**config.mk**
```make
export PLATFORM = sky130hd
export DESIGN_NAME = rom_seq_reader
export DESIGN_NICKNAME = d
export VERILOG_FILES = /design/src/rtl/rom_seq_reader.sv
export SDC_FILE = /design/constraint.sdc
export NUM_CORES = 1
export LEC_CHECK = 0
export BUFFER_PORTS_ARGS = -buffer_cell sky130_fd_sc_hd__buf_2
export CORE_MARGIN = 2
export CORE_UTILIZATION = 48
export DETAILED_ROUTE_END_ITERATION = 8
export GPL_TIMING_DRIVEN = 0
export HOLD_SLACK_MARGIN = 0.05
export PLACE_DENSITY = 0.8
export SLEW_MARGIN = 20
export SYNTH_ARGS = -nofsm -noshare
export SYNTH_HDL_FRONTEND = slang
export SYNTH_SLANG_ARGS = --single-unit
```
**constraint.sdc**
```tcl
create_clock -name clk -period 1.54 [get_ports clk]
set_input_delay 0.308 -clock clk [delete_from_list [all_inputs] [get_ports clk]]
set_output_delay 0.308 -clock clk [all_outputs]
set_load 0.005 [all_outputs]
```
**src/rtl/rom_seq_reader.sv**
```systemverilog
// Walks a run of synchronous-ROM addresses from a base address and presents each
// returned word to a downstream consumer over a valid/ready handshake.
module rom_seq_reader #(
   parameter int ADDR_W = 2,
   parameter int DATA_W = 4
) (
   input  logic              clk,
   input  logic              rst_n,
   input  logic              start,
   input  logic [ADDR_W-1:0] base_addr,
   input  logic [ADDR_W:0]   count,
   input  logic              abort,
   output logic [ADDR_W-1:0] rom_addr,
   input  logic [DATA_W-1:0] rom_data,
   output logic [DATA_W-1:0] out_data,
   output logic              out_valid,
   input  logic              out_ready,
   output logic              busy,
   output logic              done
);

   typedef enum logic [2:0] {
      S_IDLE,
      S_WAIT,
      S_READ,
      S_HOLD,
      S_FIN
   } state_t;

   state_t            state_q, state_d;
   logic [ADDR_W-1:0] rom_addr_q, rom_addr_d;
   logic [DATA_W-1:0] out_data_q, out_data_d;
   logic              out_valid_q, out_valid_d;
   logic              busy_q, busy_d;
   logic              done_q, done_d;
   logic [ADDR_W:0]   remaining_q, remaining_d;

   always_comb begin
      state_d     = state_q;
      rom_addr_d  = rom_addr_q;
      out_data_d  = out_data_q;
      out_valid_d = out_valid_q;
      remaining_d = remaining_q;
      done_d      = 1'b0;

      case (state_q)
         S_IDLE: begin
            if (start) begin
               if (count != '0) begin
                  rom_addr_d  = base_addr;
                  remaining_d = count;
                  state_d     = S_WAIT;
               end else begin
                  state_d = S_FIN;
                  done_d  = 1'b1;
               end
            end
         end
         S_WAIT: begin
            state_d = abort ? S_IDLE : S_READ;
         end
         S_READ: begin
            // The ROM word is only valid during this cycle, so capture it now.
            if (abort) begin
               state_d     = S_IDLE;
               out_valid_d = 1'b0;
            end else begin
               out_data_d  = rom_data;
               out_valid_d = 1'b1;
               state_d     = S_HOLD;
            end
         end
         S_HOLD: begin
            if (abort) begin
               state_d     = S_IDLE;
               out_valid_d = 1'b0;
            end else if (out_ready) begin
               out_valid_d = 1'b0;
               if (remaining_q == (ADDR_W+1)'(1)) begin
                  state_d = S_FIN;
                  done_d  = 1'b1;
               end else begin
                  rom_addr_d  = rom_addr_q + ADDR_W'(1);
                  remaining_d = remaining_q - (ADDR_W+1)'(1);
                  state_d     = S_WAIT;
               end
            end
         end
         S_FIN: begin
            state_d = S_IDLE;
         end
         default: begin
            state_d     = S_IDLE;
            out_valid_d = 1'b0;
         end
      endcase

      busy_d = (state_d != S_IDLE);
   end

   always_ff @(posedge clk) begin
      if (!rst_n) begin
         state_q     <= S_IDLE;
         rom_addr_q  <= '0;
         out_data_q  <= '0;
         out_valid_q <= 1'b0;
         busy_q      <= 1'b0;
         done_q      <= 1'b0;
         remaining_q <= '0;
      end else begin
         state_q     <= state_d;
         rom_addr_q  <= rom_addr_d;
         out_data_q  <= out_data_d;
         out_valid_q <= out_valid_d;
         busy_q      <= busy_d;
         done_q      <= done_d;
         remaining_q <= remaining_d;
      end
   end

   assign rom_addr  = rom_addr_q;
   assign out_data  = out_data_q;
   assign out_valid = out_valid_q;
   assign busy      = busy_q;
   assign done      = done_q;

endmodule

```
==> impl_metrics.tcl, run 1 <==
set metrics [dict create \
    outcome "completed" \
    synth.distinct_cells 29 \
    area_growth_pct 21.0 \
    globalplace.congestion 0.762 \
    htree_levels 1 \
    rows 14 \
    crit_fanout 10 \
    drt-pass1-iter-count 2 \
    place_hpwl_um 1080 \
    ir_worst_vdd_uv 366 \
    antenna_cells 0 \
    cts.sinks 15 \
    clockBufferDepth 2 \
    yosys_warnings 0 \
    hold_viol_final 0 \
    rsz0062_at_grt "false" \
    worst_slew_pin_slew_ns 0.421 \
    grtUsageTotal_pct 16.0 \
    setup_viol_count_final 0 \
    antenna_found_initial 0 \
    place_inst 115 \
    wirelength_um 1420 \
    period_share_pct 93.5 \
    drt_first_iter_violations 6 \
    ys_top_cells_by_area "dfxtp_1 (39%), mux2i_1 (6.6%), a21boi_1 (3.9%)" \
    via_per_inst 5.35 \
    fin_nets 120 \
    drv_cap 0 \
    critical_path_class "register to register" \
    syn_avg_cell_area_um2 9.91 \
    start_util_pct 50.7 \
    startpoint_type "register" \
    fin_crit_ns 1.44 \
    synth_nets 93 \
    drcViolationCount 0 \
    fillers 140 \
    die-area_um2 1930 \
    die_h_um 43.9 \
    coreArea_um2 1510 \
    grt_max_degree 11 \
    synth_area_leader_cell "dfxtp_1" \
    port_buffers 22 \
    cp.arrival_ns 1.61 \
    fmaxAchievable_mhz 694 \
    die_w_um 43.9 \
    grt_first_pass_wirelength_um 2280 \
    synth_area_um2 763 \
    cts_buffers 3 \
    seq_area_um2 304 \
    ant_nets 0 \
    syn_inst 77 \
    clkTransAtPathRegs_ns 0.09 \
    overflow 0 \
    power.density_nw_per_um2 830 \
    cp_data_required_time_ns 1.71 \
    stdcell_count 119 \
    multiInputGateArea_um2 452 \
    drv_slew 0 \
    p_leak_nw 0.389 \
    hold_class "input port to register" \
    endpoint_kind "register" \
    synth_seq_area_share_pct 39.3 \
    grt_pass1_vias 546 \
    ios 23 \
    drive_above_1_share_pct 34.0 \
    cts_root_buf "clkbuf_4" \
    relSlewSlack_pct 71.8 \
    postCtsSetupBuffers 0 \
    insertion_delay_ns 0.27 \
    via_count 637 \
    ys_ff_latch 15 \
    wire_per_inst_um 11.9 \
    synth_top_area_share_pct 39.3 \
    fin_skew_ns 0.00311 \
    holdWs_ns 0.288 \
    cts_tree "done" \
]
[cells in the final DEF, fill, tap and decap left out, types with 4 or more instances in the layout]
cell	Yosys	final
buf_2	0	22
dfxtp_1	15	12
nor2_1	6	6
nand2_1	5	5
o21ai_0	5	5
mux2i_1	5	5
a21boi_1	4	4
nand3b_1	4	4
nor2b_1	4	4
[final timing paths]
check                       from        endpoint  slack, ns  cells past startpoint
hold / removal             rst_n      state_q[1]       0.29                      3
setup / recovery      state_q[2]  remaining_q[0]        0.1                      3
hold reg to reg   remaining_q[1]  remaining_q[1]       0.46                      2
setup reg to reg      state_q[2]  remaining_q[0]        0.1                      3
[worst max-delay path: stages (launching register included)]
cell     delay (ns)
dfxtp_2        0.37
nor4b_4        0.40
a32oi_4        0.16
o311a_2        0.40
[power by group]
| part | switching, W | total (W) | internal, W |
|---|---|---|---|
| registers | 0.0000165 | 0.000425 | 0.000409 |
| clock network | 0.000117 | 0.000217 | 0.000100 |
| logic | 0.0000575 | 0.000124 | 0.0000669 |
| total | 0.000191 | 0.000767 | 0.000576 |
[Yosys cell counts, drive strengths merged]
| library cell | n |
|---|---|
| a211o | 1 |
| a21boi | 6 |
| a21o | 2 |
| a2bb2oi | 1 |
| a32oi | 2 |
| and2 | 2 |
| and3 | 1 |
| and3b | 1 |
| clkbuf | 1 |
| dfxtp | 15 |
| ha | 2 |
| inv | 2 |
| mux2i | 5 |
| nand2 | 5 |
| nand2b | 3 |
| nand3b | 4 |
| nand4b | 2 |
| nor2 | 6 |
| nor2b | 4 |
| nor3 | 2 |
| nor3b | 1 |
| nor4b | 1 |
| o21ai | 5 |
| o311a | 1 |
| or3 | 2 |
[stage by stage]
step	power [W]	setup slack (ns)	setup TNS, ns	area [um^2]	utilization (%)
4_1_cts	0.000779	0.0483	0	920	61.0
2_1_floorplan	0.000512	0.160	0	763	-
3_3_place_gp	0.000554	-0.0256	-0.0439	893	59.3
6_report	0.000767	0.0998	0	923	61.3
3_5_place_dp	0.000559	-0.0488	-0.0952	893	59.3
5_1_grt	0.000811	0.00223	0	923	61.3
[sequential cells by signal (all words and copies together), names as in the netlist]
signal       count
remaining_q      3
state_q          3
out_data         4
rom_addr         2
out_valid        1
busy             1
done             1
[cells by family after synthesis]
group | Yosys count | share of synthesized area [%]
compound gates | 18 | 20.0
mux | 5 | 6.56
flops | 15 | 39.3
fa+ha+maj | 2 | 3.28
simple gates | 34 | 29.3
buf+inv | 3 | 1.48
[per-layer routing]
metal / share of wire (%) / track usage, % / up-vias
met1: 47 / 17.6 / 288
met5: 0 / 0 / -
met3: 5.3 / 3.75 / 2
met2: 47 / 28.8 / 15
met4: 0.63 / 7.27 / 0
li1: - / - / 332
[final cells by class]
class                           instances  area share, %
Tap cell                               16           2.17
Sequential cell                        15           32.9
Inverter                                2          0.813
Multi-Input combinational cell         59           48.9
Timing Repair Buffer                   22           11.9
Buffer                                  1          0.407
Clock buffer                            4           2.85
[what timing repair did]
| item | CTS | global route |
|---|---|---|
| gates resized for setup | 0 | 3 |
| hold buffers | 0 | 0 |
| setup endpoints to repair | 0 | 5 |
(Power assumes the default switching activity.)
==> run 2: changes to the inputs <==
--- a/config.mk
+++ b/config.mk
@@ -5,13 +5,15 @@
 export SDC_FILE = /design/constraint.sdc
 export NUM_CORES = 1
 export LEC_CHECK = 0
+export ABC_AREA = 1
 export BUFFER_PORTS_ARGS = -buffer_cell sky130_fd_sc_hd__buf_2
+export CORE_ASPECT_RATIO = 1.25
 export CORE_MARGIN = 2
-export CORE_UTILIZATION = 48
+export CORE_UTILIZATION = 49
 export DETAILED_ROUTE_END_ITERATION = 8
 export GPL_TIMING_DRIVEN = 0
 export HOLD_SLACK_MARGIN = 0.05
-export PLACE_DENSITY = 0.8
+export PLACE_DENSITY = 0.81
 export SLEW_MARGIN = 20
 export SYNTH_ARGS = -nofsm -noshare
 export SYNTH_HDL_FRONTEND = slang
==> run 2 against run 1 <==
Compared with the run above:
- global-route usage is 2.5 points higher
- routed wire length increased by 10%
- final cell count rose by 36%
- fmax grew 12%
- cell area increased by 5.3%
- die area grew 4.1%
- via count up 24%
- register-to-register slack better by 0.15 ns
==> impl_metrics.tcl, run 2 <==
set metrics [dict create \
    relSlewSlack_pct 80.1 \
    hold_class "input port to register" \
    die_w_um 40.4 \
    antenna_cells 0 \
    ys_ff_latch 15 \
    synth_top_area_share_pct 36.9 \
    power.switching_w 0.000244 \
    cts_root_buf "clkbuf_4" \
    synth_nets 134 \
    topRoutingLayerUsed "met4" \
    grt_max_degree 11 \
    place_hpwl_um 1260 \
    wl_met2_um 758 \
    ant_nets 0 \
    via_per_inst 4.88 \
    path_cells "inv_1 -> ha_1 -> or2_2 -> nand3_1 -> o21ai_0 -> nor2_1 -> nor2_1" \
    ios 23 \
    p_clk_share_pct 27.1 \
    largest_register_ffs 4 \
    drv_slew 0 \
    drive_above_1_share_pct 25.0 \
    fin_crit_ns 1.29 \
    yosysMostFrequentCell "nand2_1" \
    endpoint_kind "register" \
    ir_worst_vdd_uv 612 \
    internal_power_w 0.000591 \
    rsz0062_at_grt "false" \
    hold_depth 3 \
    crit_top_cell "nor2_1" \
    path_depth 7 \
    p_leak_nw 0.512 \
    power.density_nw_per_um2 858 \
    syn_avg_cell_area_um2 6.89 \
    cts_buffers 3 \
    synth_top_flop_cell "dfxtp_1" \
    final_cell_mix "nand2_1 (29), nor2_1 (23), buf_2 (22), inv_1 (16), dfxtp_1 (15)" \
    cts.sinks 15 \
    fillers 149 \
    grt_pass1_vias 672 \
    clkTransAtPathRegs_ns 0.09 \
    multiInputGateArea_um2 438 \
    worst_slew_pin_slew_ns 0.298 \
    postCtsSetupBuffers 0 \
    fmaxAchievable_mhz 777 \
    overflow 0 \
    wirelength_um 1570 \
    rows 16 \
    cts_tree "done" \
    async_flop_share_pct 0 \
    yosys_warnings 0 \
    ctsResizeCount 0 \
    drv_cap 0 \
    synth_area_um2 813 \
    antenna_found_initial 0 \
    outcome "completed" \
    fin_nets 161 \
    seq_area_um2 300 \
    setup_viol_count_final 0 \
    p_sw_share_pct 29.2 \
    start_util_pct 52.1 \
    cp_data_required_time_ns 1.73 \
    period_share_pct 83.6 \
    fin_util_pct 62.3 \
    ys_top_cells_by_area "dfxtp_1 (37%), nand2_1 (13%), nor2_1 (11%)" \
    clockBufferDepth 2 \
    synth_common_cells "nand2_1 (29), nor2_1 (23), inv_1 (16), dfxtp_1 (15), o21ai_0 (10)" \
    hold_viol_final 0 \
    holdBufCountCts 0 \
    drt_first_iter_violations 11 \
    insertion_delay_ns 0.29 \
    path_buf_inv 1 \
    syn_inst 118 \
    globalplace.congestion 0.842 \
    crit_fanout 3 \
    startpoint_type "register" \
    drt-pass1-iter-count 4 \
    synth_area_leader_cell "dfxtp_1" \
    wire_per_inst_um 9.67 \
    critical_path_class "register to register" \
    die_h_um 49.6 \
    synth-edff-count 0 \
    die-area_um2 2000 \
    fin_skew_ns 0.00311 \
    cp.arrival_ns 1.48 \
    layout_commonest_cell "nand2_1" \
    synth.distinct_cells 18 \
    cp_slowest_stage_delay_ns 0.36 \
    dr_wl_met3_um 99 \
    synth_seq_area_share_pct 36.9 \
    cp_slowest_cell "dfxtp_1" \
    grtUsageTotal_pct 18.6 \
    rr_worst_depth 7 \
    via_count 790 \
    port_buffers 22 \
    sequentialPowerShare_pct 51.7 \
    cp_top_family "simple AND/OR/NAND/NOR gates" \
    drcViolationCount 0 \
    coreArea_um2 1560 \
    p_comb_share_pct 21.2 \
    finalSetupTns_ns 0 \
    area_growth_pct 19.5 \
    grt_first_pass_wirelength_um 2590 \
    htree_levels 1 \
    wl_met1_um 667 \
]
run 2: cell count changes after synthesis, moves of 3 or more:
cell	before	now
mux2i_1	5	0
nand2_2	0	3
o21ai_0	5	10
nor2b_1	4	0
nor2_1	6	23
a21oi_1	0	3
nand3_1	0	5
nand2_1	5	29
nand3b_1	4	0
nand2b_1	3	0
a21boi_1	4	0
inv_1	2	16
run 2: layer usage:
layer | track usage, % | vias up
met1 | 20.2 | 339
met4 | 10.0 | 0
li1 | - | 421
met5 | 0 | -
met3 | 4.95 | 5
met2 | 30.4 | 25
run 2: stage by stage:
stage	cell area, um^2	setup WS (ns)	total power, W	hold WS, ns	cells
2_1_floorplan	813	0.327	0.000563	0.444	118
3_3_place_gp	946	0.292	0.000612	0.452	158
3_5_place_dp	946	0.254	0.000619	0.459	158
4_1_cts	972	0.246	0.000844	0.271	162
5_1_grt	972	0.118	0.000886	0.309	162
6_report	972	0.253	0.000834	0.272	162
run 2: cell type report:
type	count	area share, %
repair buffers	22	11.3
inverters	17	6.56
well taps	18	2.32
clock buffers	4	2.70
multi-input cells	85	45.0
flip-flops and latches	15	30.9
plain buffers	1	1.16
run 2: final timing paths:
kind / start / end / slack (ns)
max reg2reg: remaining_q[0] / remaining_q[2] / 0.25
min reg2reg: out_valid / out_valid / 0.47
max: remaining_q[0] / remaining_q[2] / 0.25
min: rom_data[1] / out_data[1] / 0.27
run 2: kinds of logic after synthesis:
family          count (synthesis)  share of synthesized area, %
compound gates                 16                          10.9
fa+ha+maj                       2                          3.08
buf+inv                        18                          9.23
simple gates                   67                          39.8
flops                          15                          36.9
run 2: power by group through the flow:
stage	sequential, W	clock (W)	combinational, W
2_1_floorplan	0.000439	0	0.000124
3_3_place_gp	0.000438	0	0.000174
3_5_place_dp	0.000440	0	0.000178
4_1_cts	0.000431	0.000234	0.000180
5_1_grt	0.000435	0.000249	0.000203
6_report	0.000431	0.000226	0.000177
run 2: tightest hold or removal path: stages:
cell and delay, ns:
buf_2 0.07, o21ai_0 0.07, nor2_1 0.08
==> run 3: changes to the inputs <==
==> constraint.sdc (replaced) <==
create_clock -name clk -period 1.2 [get_ports clk]
set_input_delay 0.24 -clock clk [delete_from_list [all_inputs] [get_ports clk]]
set_output_delay 0.24 -clock clk [all_outputs]
set_load 0.005 [all_outputs]
==> run 3 against run 2 <==
Compared with the run above:
- the run now ends with negative setup slack left
- die area unchanged
- routed wire length up 19%
- flip-flop and latch count unchanged
- critical path type unchanged
==> impl_metrics.tcl, run 3 (synthesized netlist as in run 2, its figures left out) <==
set metrics [dict create \
    outcome "complete, but fails checks" \
    violations "negative setup slack" \
    r2r_start "state_q[0]" \
    place_area_um2 946 \
    cts_buffers 3 \
    p_comb_share_pct 25.4 \
    worst_slew_pin_slew_ns 0.265 \
    cts_tree "done" \
    drt_first_iter_violations 8 \
    whs_endpoint "out_data[3]" \
    wirelength_um 1870 \
    power.switching_w 0.000340 \
    internal_power_w 0.000789 \
    grt_first_pass_wirelength_um 2860 \
    relSlewSlack_pct 82.3 \
    fin_skew_ns 0.00763 \
    holdBufCountCts 0 \
    ant_nets 0 \
    layout_commonest_cell "nand2_1" \
    antenna_found_initial 0 \
    overflow 0 \
    hold_class "input port to register" \
    crit_fanout 8 \
    hold_viol_final 0 \
    cts.sinks 15 \
    via_per_inst 4.93 \
    die_w_um 40.4 \
    p_clk_share_pct 25.2 \
    rows 16 \
    final_cell_mix "nand2_1 (24), nor2_1 (22), buf_2 (22), inv_1 (12), dfxtp_1 (10)" \
    largest_register_ffs 4 \
    p_sw_share_pct 30.1 \
    rsz0062_at_grt "true" \
    drt-pass1-iter-count 4 \
    fin_crit_ns 1.22 \
    grt_pass1_vias 726 \
    die_h_um 49.6 \
    via_count 838 \
    drv_slew 0 \
    startpoint_type "register" \
    hold_depth 3 \
    ir_worst_vdd_uv 757 \
    path_cells "nand2_4 -> nor2_8 -> nand2_2 -> nand2_4 -> nand3_4 -> nor2_1 -> nor2_2" \
    clkTransAtPathRegs_ns 0.09 \
    cp_data_required_time_ns 1.37 \
    globalplace.congestion 0.804 \
    critical_path_class "register to register" \
    drcViolationCount 0 \
    htree_levels 1 \
    cp_slowest_cell "dfxtp_4" \
    stdcell_count 170 \
    port_buffers 22 \
    place_inst 158 \
    antenna_cells 0 \
    cp_top_family "simple AND/OR/NAND/NOR gates" \
    rr_worst_depth 7 \
    timing.rr.end "remaining_q[1]" \
    place_hpwl_um 1290 \
    setup_viol_count_final 2 \
    fin_nets 169 \
    path_buf_inv 0 \
    insertion_delay_ns 0.28 \
    period_share_pct 101 \
    clockBufferDepth 2 \
    rrSetupSlack_ns -0.02 \
    ios 23 \
    cp.arrival_ns 1.39 \
    min_from "rom_data[3]" \
    p_leak_nw 0.562 \
    grt_max_degree 11 \
    sequentialPowerShare_pct 49.4 \
    fmaxAchievable_mhz 822 \
    finalSetupTns_ns -0.0255 \
    cts_root_buf "clkbuf_4" \
    wire_per_inst_um 11.0 \
    die-area_um2 2000 \
    grtUsageTotal_pct 19.8 \
    cp_slowest_stage_delay_ns 0.39 \
    crit_top_cell "nand2_4" \
    post-route-worst-setup-slack_ns -0.0172 \
    fin_area_um2 1080 \
    endpoint_kind "register" \
    coreArea_um2 1560 \
    power.density_nw_per_um2 1040 \
    drive_above_1_share_pct 41.4 \
    drv_cap 0 \
    area_growth_pct 33.1 \
    start_util_pct 52.1 \
]
-- run 3: how the worst max path moves through the flow --
stage                               from        endpoint  slack (ns)  depth (start not counted)
final                         state_q[0]  remaining_q[1]       -0.02                          7
after global routing          state_q[0]  remaining_q[1]       -0.07                          7
after CTS                 remaining_q[1]  remaining_q[1]       0.006                          8
after detailed placement      state_q[2]            busy       -0.08                          7
after global placement        state_q[0]            busy       -0.05                          7
after floorplan           remaining_q[0]  remaining_q[2]       0.004                          7
-- run 3: worst reg2reg max path, cell delays in order, from the launching register on --
cell	delay (ns)
dfxtp_4	0.39
nand2_4	0.07
nor2_8	0.16
nand2_2	0.09
nand2_4	0.10
nand3_4	0.11
nor2_1	0.16
nor2_2	0.04
-- run 3: per-layer routing --
| layer | routed length [um] | share of wire [%] | vias up | GRT usage [%] |
|---|---|---|---|---|
| li1 | - | - | 441 | - |
| met1 | 759 | 41 | 366 | 21.7 |
| met2 | 993 | 53 | 27 | 34.9 |
| met3 | 88 | 4.7 | 4 | 4.50 |
| met4 | 25 | 1.3 | 0 | 6.11 |
| met5 | 0 | 0 | - | 0 |
-- run 3: per-stage QoR --
stage	util [%]	hold WS [ns]	setup WS, ns	total power [W]
after floorplan	-	0.376	0.00430	0.000723
after global placement	60.6	0.459	-0.0454	0.000785
after detailed placement	60.6	0.453	-0.0826	0.000797
after CTS	64.9	0.207	0.00612	0.00110
after global routing	69.3	0.221	-0.0714	0.00120
final	69.3	0.197	-0.0172	0.00113
-- run 3: power by group through the flow --
stage          Sequential [W]  Combinational (W)  Clock, W
2_1_floorplan        0.000563           0.000160         0
3_3_place_gp         0.000563           0.000223         0
3_5_place_dp         0.000564           0.000232         0
4_1_cts              0.000556           0.000253  0.000291
5_1_grt              0.000562           0.000323  0.000319
6_report             0.000557           0.000287  0.000284
-- run 3: what timing repair did --
action                                  CTS  global route
setup buffers                             3             4
pin swaps                                 1             9
endpoints found under the hold margin     0             0
cloned                                    0             1
resized for setup                        10            18
endpoints found under the setup margin   11            11
-- run 3: area by class of cell --
cell class                 instances  area, um^2
buffer                             1        11.3
clock buffer                       4        26.3
fill                             142         479
inverter                          17        63.8
multi-input combinational         86         484
sequential                        15         312
tap                               18        22.5
timing repair buffer              29         163
